## config.mk

```make
export PLATFORM = sky130hd
export DESIGN_NAME = sr_task_dispatcher
export DESIGN_NICKNAME = d
export VERILOG_FILES = /design/src/rtl/sr_task_dispatcher.sv
export SDC_FILE = /design/constraint.sdc
export NUM_CORES = 1
export LEC_CHECK = 0
export CAP_MARGIN = 20
export CORE_MARGIN = 1.5
export CORE_UTILIZATION = 39
export DETAILED_ROUTE_END_ITERATION = 10
export MAX_ROUTING_LAYER = met4
export PLACE_DENSITY_LB_ADDON = 0.25
export SLEW_MARGIN = 40
export SYNTH_ARGS = -nofsm -noshare
export SYNTH_HDL_FRONTEND = slang
export SYNTH_SLANG_ARGS = --single-unit
```

## constraint.sdc

```tcl
create_clock -name clk -period 2 [get_ports clk]
set_input_delay 0.6 -clock clk [delete_from_list [all_inputs] [get_ports clk]]
set_output_delay 0.6 -clock clk [all_outputs]
set_load 0.02 [all_outputs]
```

## src/rtl/sr_task_dispatcher.sv

```systemverilog
// Offers the ready-queue head task to the CPU, runs it for its time slice, then preempts or accepts a yield.
// Latency: offer 1 cycle after head becomes schedulable; deq_req in first RUN cycle; preempt after slice cycles.
// Backpressure: an offer waits up to ACK_TIMEOUT cycles for cpu_ack. SR_DISPATCH_STATS_EN adds dispatch_count.
module sr_task_dispatcher #(
    parameter int ACK_TIMEOUT = 15,
    parameter int SLICE_W     = 16
) (
    input  logic        clk,
    input  logic        rst,
    input  logic [3:0]  head_tid,
    input  logic [31:0] head_info,
    input  logic        head_schden,
    input  logic        head_empty,
    input  logic        cpu_ack,
    input  logic        cpu_yield,
    output logic        dispatch_valid,
    output logic [3:0]  dispatch_tid,
    output logic        running,
    output logic        deq_req,
    output logic        preempt
`ifdef SR_DISPATCH_STATS_EN
    ,
    output logic [15:0] dispatch_count
`endif
);

    typedef enum logic [1:0] {
        S_IDLE    = 2'd0,
        S_OFFER   = 2'd1,
        S_RUN     = 2'd2,
        S_PREEMPT = 2'd3
    } state_t;

    localparam logic [7:0] TO_LAST = 8'(ACK_TIMEOUT - 1);

    state_t               state;
    state_t               state_nxt;
    logic                 start_offer;
    logic                 accept;
    logic [7:0]           timeout_cnt;
    logic [SLICE_W-1:0]   slice_lat;
    logic [SLICE_W-1:0]   slice_cnt;
    logic [3:0]           tid_q;
    logic                 deq_q;

    // Only the low SLICE_W bits of head_info carry the slice.
    logic unused_info;
    assign unused_info = ^head_info;

    always_ff @(posedge clk) begin
        if (rst) state <= S_IDLE;
        else     state <= state_nxt;
    end

    always_comb begin
        state_nxt   = state;
        start_offer = 1'b0;
        accept      = 1'b0;
        case (state)
            S_IDLE: begin
                if (head_schden && !head_empty) begin
                    state_nxt   = S_OFFER;
                    start_offer = 1'b1;
                end
            end
            S_OFFER: begin
                // An ack in the same cycle beats both withdrawal and timeout.
                if (cpu_ack) begin
                    state_nxt = S_RUN;
                    accept    = 1'b1;
                end else if (head_empty || !head_schden || (timeout_cnt == TO_LAST)) begin
                    state_nxt = S_IDLE;
                end
            end
            S_RUN: begin
                if (cpu_yield)                            state_nxt = S_IDLE;
                else if (slice_cnt == SLICE_W'(1))        state_nxt = S_PREEMPT;
            end
            S_PREEMPT: state_nxt = S_IDLE;
            default:   state_nxt = S_IDLE;
        endcase
    end

    always_ff @(posedge clk) begin
        if (rst) begin
            timeout_cnt <= 8'd0;
            slice_lat   <= '0;
            slice_cnt   <= '0;
            tid_q       <= 4'd0;
            deq_q       <= 1'b0;
        end else begin
            deq_q <= accept;
            if (start_offer) begin
                tid_q       <= head_tid;
                slice_lat   <= head_info[SLICE_W-1:0];
                timeout_cnt <= 8'd0;
            end else if (state == S_OFFER) begin
                timeout_cnt <= timeout_cnt + 8'd1;
            end
            // A zero slice still grants one cycle of CPU time.
            if (accept) begin
                slice_cnt <= (slice_lat == '0) ? SLICE_W'(1) : slice_lat;
            end else if ((state == S_RUN) && (slice_cnt != '0)) begin
                slice_cnt <= slice_cnt - SLICE_W'(1);
            end
        end
    end

`ifdef SR_DISPATCH_STATS_EN
    always_ff @(posedge clk) begin
        if (rst)         dispatch_count <= 16'd0;
        else if (accept) dispatch_count <= dispatch_count + 16'd1;
    end
`endif

    assign dispatch_valid = (state == S_OFFER);
    assign running        = (state == S_RUN);
    assign preempt        = (state == S_PREEMPT);
    assign deq_req        = deq_q;
    assign dispatch_tid   = tid_q;

endmodule
```

* Word level (Yosys, flattened, before mapping)
Index checks and enable logic that the tools add are counted.
** Storage, ports and cells
- Output and inout port bits :: 8
- Input bits :: 42
- Register bits :: 47
** Cells by class
- Eq/ne operators :: 8
- Reduce and logical (&&, ||, !) cells :: 12
- Muxes and demuxes :: 13
- $add $sub $neg :: 2
** Operator list (number)
- $mux W16 :: 3
- $eq A16 B1 Y1 const B :: 1
- $logic_not A16 Y1 :: 1
- $reduce_bool A16 Y1 :: 1
- $sub A16 B1 Y16 const B :: 1
- $mux W2 :: 5
- $add A8 B1 Y8 const B :: 1
- $eq A8 B4 Y1 const B :: 1
- $pmux W2 S4 :: 1
- $ne A3 B2 Y1 const B :: 2
- $eq A2 B2 Y1 const B :: 2
- $mux W1 :: 4
- $reduce_and A3 Y1 :: 1
- $eq A2 B1 Y1 const B :: 1
- $logic_and A1 B1 Y1 :: 2
- $logic_not A1 Y1 :: 2
- $logic_not A2 Y1 :: 1
- $logic_or A1 B1 Y1 :: 2
- $ne A2 B2 Y1 const B :: 1
- $reduce_bool A2 Y1 :: 1
- $reduce_or A2 Y1 :: 1

* Longest topological paths before layout
- Depth in word-level cells :: 6
- Mapped depth :: 7
- Gate-level depth less buffers :: 7

* Worst setup path before layout
Ideal clock, no wire load.
- Path type :: reg-to-reg
- Start point :: register slice_cnt[0]
- End point :: register slice_cnt[1]
- Setup slack :: -0.104 ns
- Cell stages (with the launch flop) :: 8
- Data required time :: 1.912 ns
- Clock period less this slack :: 2.104 ns
- Path buffers :: 0
- Arrival :: 2.016 ns
- Cell sequence :: dfxtp_1 > inv_1 > ha_1 > or3b_1 > nor4_4 > nor2_4 > or3_1 > a311oi_2
** On the way
- Longest elaborated chain between the ends :: 3
- Elaborated cells between the ends (all ways) :: 6
- Those cells by class :: add/sub: 1; mux: 2; reduce/logical: 3
** Ends and longest elaborated chain
- from (decl) :: line 42 : logic [SLICE_W-1:0] slice_cnt;
- from (signal assigned) :: line 102 : slice_cnt <= (slice_lat == '0) ? SLICE_W'(1) : slice_lat;
- from (signal assigned) :: line 104 : slice_cnt <= slice_cnt - SLICE_W'(1);
- $sub A16 B1 Y16 or $reduce_bool A16 Y1 (tied branches) :: line 104, 103
- $mux W16 or $logic_and A1 B1 Y1 (tied branches) :: line 103 : end else if ((state == S_RUN) && (slice_cnt != '0)) begin
- $mux W16 or $reduce_bool A2 Y1 (tied branches)
Several ways; a longest one is shown, not always the timed one. The select of a mux whose other input is x is not followed.
A chain may end at the register's enable or synchronous reset.

* Final worst setup path
- Start point :: register slice_cnt[1]
- End point :: register slice_cnt[1]
The elaborated chain is that of the path after synthesis.

==> results.txt <==
syn_area_per_cell: 7.85 um2
largest net degree at the start of global routing: 17
antenna cells: 0
Via-to-Cell Ratio: 5.17
WHS: 0.462 ns
Crit-path slowest cell: or3b_4
die area: 0.00626 mm2
placed cells: 419
synth warn: 0
DP Worst Slack: -0.0780 ns
CP Max Fanout: 4
DR WL/cell: 13.5 um
P&R area growth vs syn: 37.5%
CP peak stage delay: 0.40 ns
hpwl dp: 4.39 mm
reg2reg end: slice_cnt[1]
Iter 0 DRT Violations: 158
pwr dens: 695 mW/mm2
Die X: 79.1 um
RSZ-0062 raised after global routing: yes
first-pass iteration count of the detailed router: 4
CTS buffer count: 5
Setup crit start kind: flop
mapped cell area: 0.00226 mm2
overall power: 2.16 mW
port bufs: 33
Hold Startpoint: dispatch_tid[3]
Vias: 2214
failing checks: negative setup slack
kind of critical path: flop to flop
max_slew headroom: 68.6%
nature of the critical path endpoint: flop
Max Freq: 493 MHz
initial antenna violation count: 0
DRC: 0
vias in the first global route: 2191
core area: 0.00554 mm2
Critical Path AT: 2.24 ns
worst slew pin tran: 0.467 ns
Final Cycle Share: 101%
layout cells sized above 1: 20.2%
Post-synth EDFFs: 0
FF-to-FF setup slack: -0.03 ns
Final Max Slew Viols: 0
Worst Hold Class: flop to flop
hold buffer count at CTS: 0
Synth Instances: 288
Synth cell types: 41
Worst Hold Path EP: dispatch_tid[3]
setup slack after layout: -0.0288 ns
CTS tree: built
Cell Chain, Critical Path: inv_2, ha_4, or3b_4, nor4_4, nor2_4, or3_4, a311oi_2
Layout Skew: 0.00589 ns
Core Rows: 27
grt total ovfl: 0
post-synthesis sequential area ratio: 41.6%
critical path buffer and inverter count: 1
I/O Pins: 50
Initial Util: 40.8%
#FFs+latches synth: 47
peak supply drop: 0.000455 V
Final min period: 2.03 ns
Pleak: 1.21 nW
non-filler cells, final: 428
worst skew pair latency: 0.30 ns
final hold vios: 0
hold path depth: 2
most frequent cells in the layout: 51 x nand2_1, 44 x dfxtp_1, 42 x buf_4
CTS H-Tree Depth: 2
kind of cell adding the most delay to the critical path: simple AND/OR/NAND/NOR gates
clock sinks: 47
top_reg_cell synth: dfxtp_1
Synth Net Count: 334
Total GRT Usage: 20.6%
CP required: 2.21 ns
drt total wl: 5.80 mm
first-pass GRT wire length: 9.87 mm
max-cap violation count: 0
Crit Reg-Reg Startpoint: slice_cnt[1]
routability cong.: 0.935
commonest non-fill, non-tap cell in the layout: nand2_1
final setup violation count: 1
setup tns final: -0.0288 ns
Clock Tree Root: clkbuf_8
Post-DRT Antenna Nets: 0
CTS Buffer Depth: 2
Clk pin slew, worst setup/hold paths: 0.10 ns
outcome: finished, violations left
NumNets Final: 401
Layout fillers: 538
FF-to-FF path depth: 7
post-synthesis async set-or-reset flop share: 0%
Die Span Y: 79.1 um
## synth_stat cells (2+ instances only)
library cell  number  area, um2
ha_1               4       50.1
nand4_1            3       18.8
o21ai_0           10       50.1
clkbuf_1          16       60.1
or3_2              2       15.0
nor2_1            30        113
xor2_1             6       52.6
nand2b_1           4       25.0
nand2_1           51        191
dfxtp_1           47        941
or2_2              2       12.5
inv_1              5       18.8
xnor2_1            7       61.3
nand3_1            8       40.0
nor3_1            12       60.1
mux2i_1            2       20.0
nor4_1            10       62.6
or3_1              4       25.0
a211oi_1           6       45.0
nor3b_1            2       15.0
o22ai_1            2       12.5
or4_1              3       22.5
or4_4              2       22.5
and3_1             2       12.5
nor2b_1            4       25.0
a21oi_1           29        145
## flip-flops by register name, summed over array words and instances, names as in the netlist
| signal | cells |
|---|---|
| deq_req | 1 |
| dispatch_tid | 4 |
| slice_cnt | 16 |
| slice_lat | 16 |
| state | 2 |
| timeout_cnt | 8 |
## logic make-up (layout without fill, tap and decap cells)
| family | after synthesis | count (layout) | synth area share [%] |
|---|---|---|---|
| muxes | 2 | 2 | 0.885 |
| buffers and inverters | 22 | 90 | 3.65 |
| AOI/OAI and AO/OA | 55 | 55 | 14.5 |
| xor gates and xnor gates | 13 | 13 | 5.04 |
| DFF | 47 | 47 | 41.6 |
| adders and majority gates | 4 | 4 | 2.21 |
| and+or+nand+nor | 145 | 145 | 32.1 |
## layout make-up
type,count,area (um2),share of cell area (%)
clock buffers,5,68.8,2.21
inverters,6,22.5,0.725
clock inverters,3,46.3,1.49
multi-input cells,219,1280,41.3
repair buffers,76,653,21.0
well taps,72,90.1,2.90
flip-flops and latches,47,945,30.4
## per-stage QoR
step / cell area (um2) / utilization [%]
2_1_floorplan: 2270 / -
3_3_place_gp: 2940 / 53.1
3_5_place_dp: 2940 / 53.1
4_1_cts: 3050 / 55.1
5_1_grt: 3110 / 56.1
6_report: 3110 / 56.1
## report_power, final
group,total (mW),internal (mW),switching (mW)
clock network,0.720,0.377,0.343
registers,1.00,0.971,0.0301
logic,0.438,0.225,0.213
## worst min-delay path: cells and delay by family (launching register included)
kind	cells	cell delay, ns
DFF	1	0.32
and+or+nand+nor	1	0.05
AOI/OAI and AO/OA	1	0.05
## per-layer routing
layer	track usage, %	part of all wire (%)	vias to the layer above
li1	-	-	1143
met1	25.6	49	1017
met2	33.3	46	46
met3	4.37	3.5	8
met4	6.67	1.7	0
met5	-	0	-
## how the worst max path moves through the flow
stage / startpoint / endpoint / slack [ns] / cells after the start
final: slice_cnt[1] / slice_cnt[1] / -0.03 / 7
after CTS: slice_cnt[1] / slice_cnt[1] / -0.06 / 7
after global placement: cpu_ack / slice_cnt[6] / -0.06 / 6
after global routing: slice_cnt[5] / slice_cnt[15] / -0.11 / 7
after floorplan: slice_cnt[0] / slice_cnt[1] / -0.07 / 7
after detailed placement: cpu_ack / slice_cnt[1] / -0.08 / 5
## repair_timing
action                                  in CTS  in global routing
setup buffers                                0                  1
pin swaps                                    0                  4
resized for setup                            4                 12
endpoints found under the setup margin       4                  8
No activity file was read; power rests on OpenSTA's default activity.
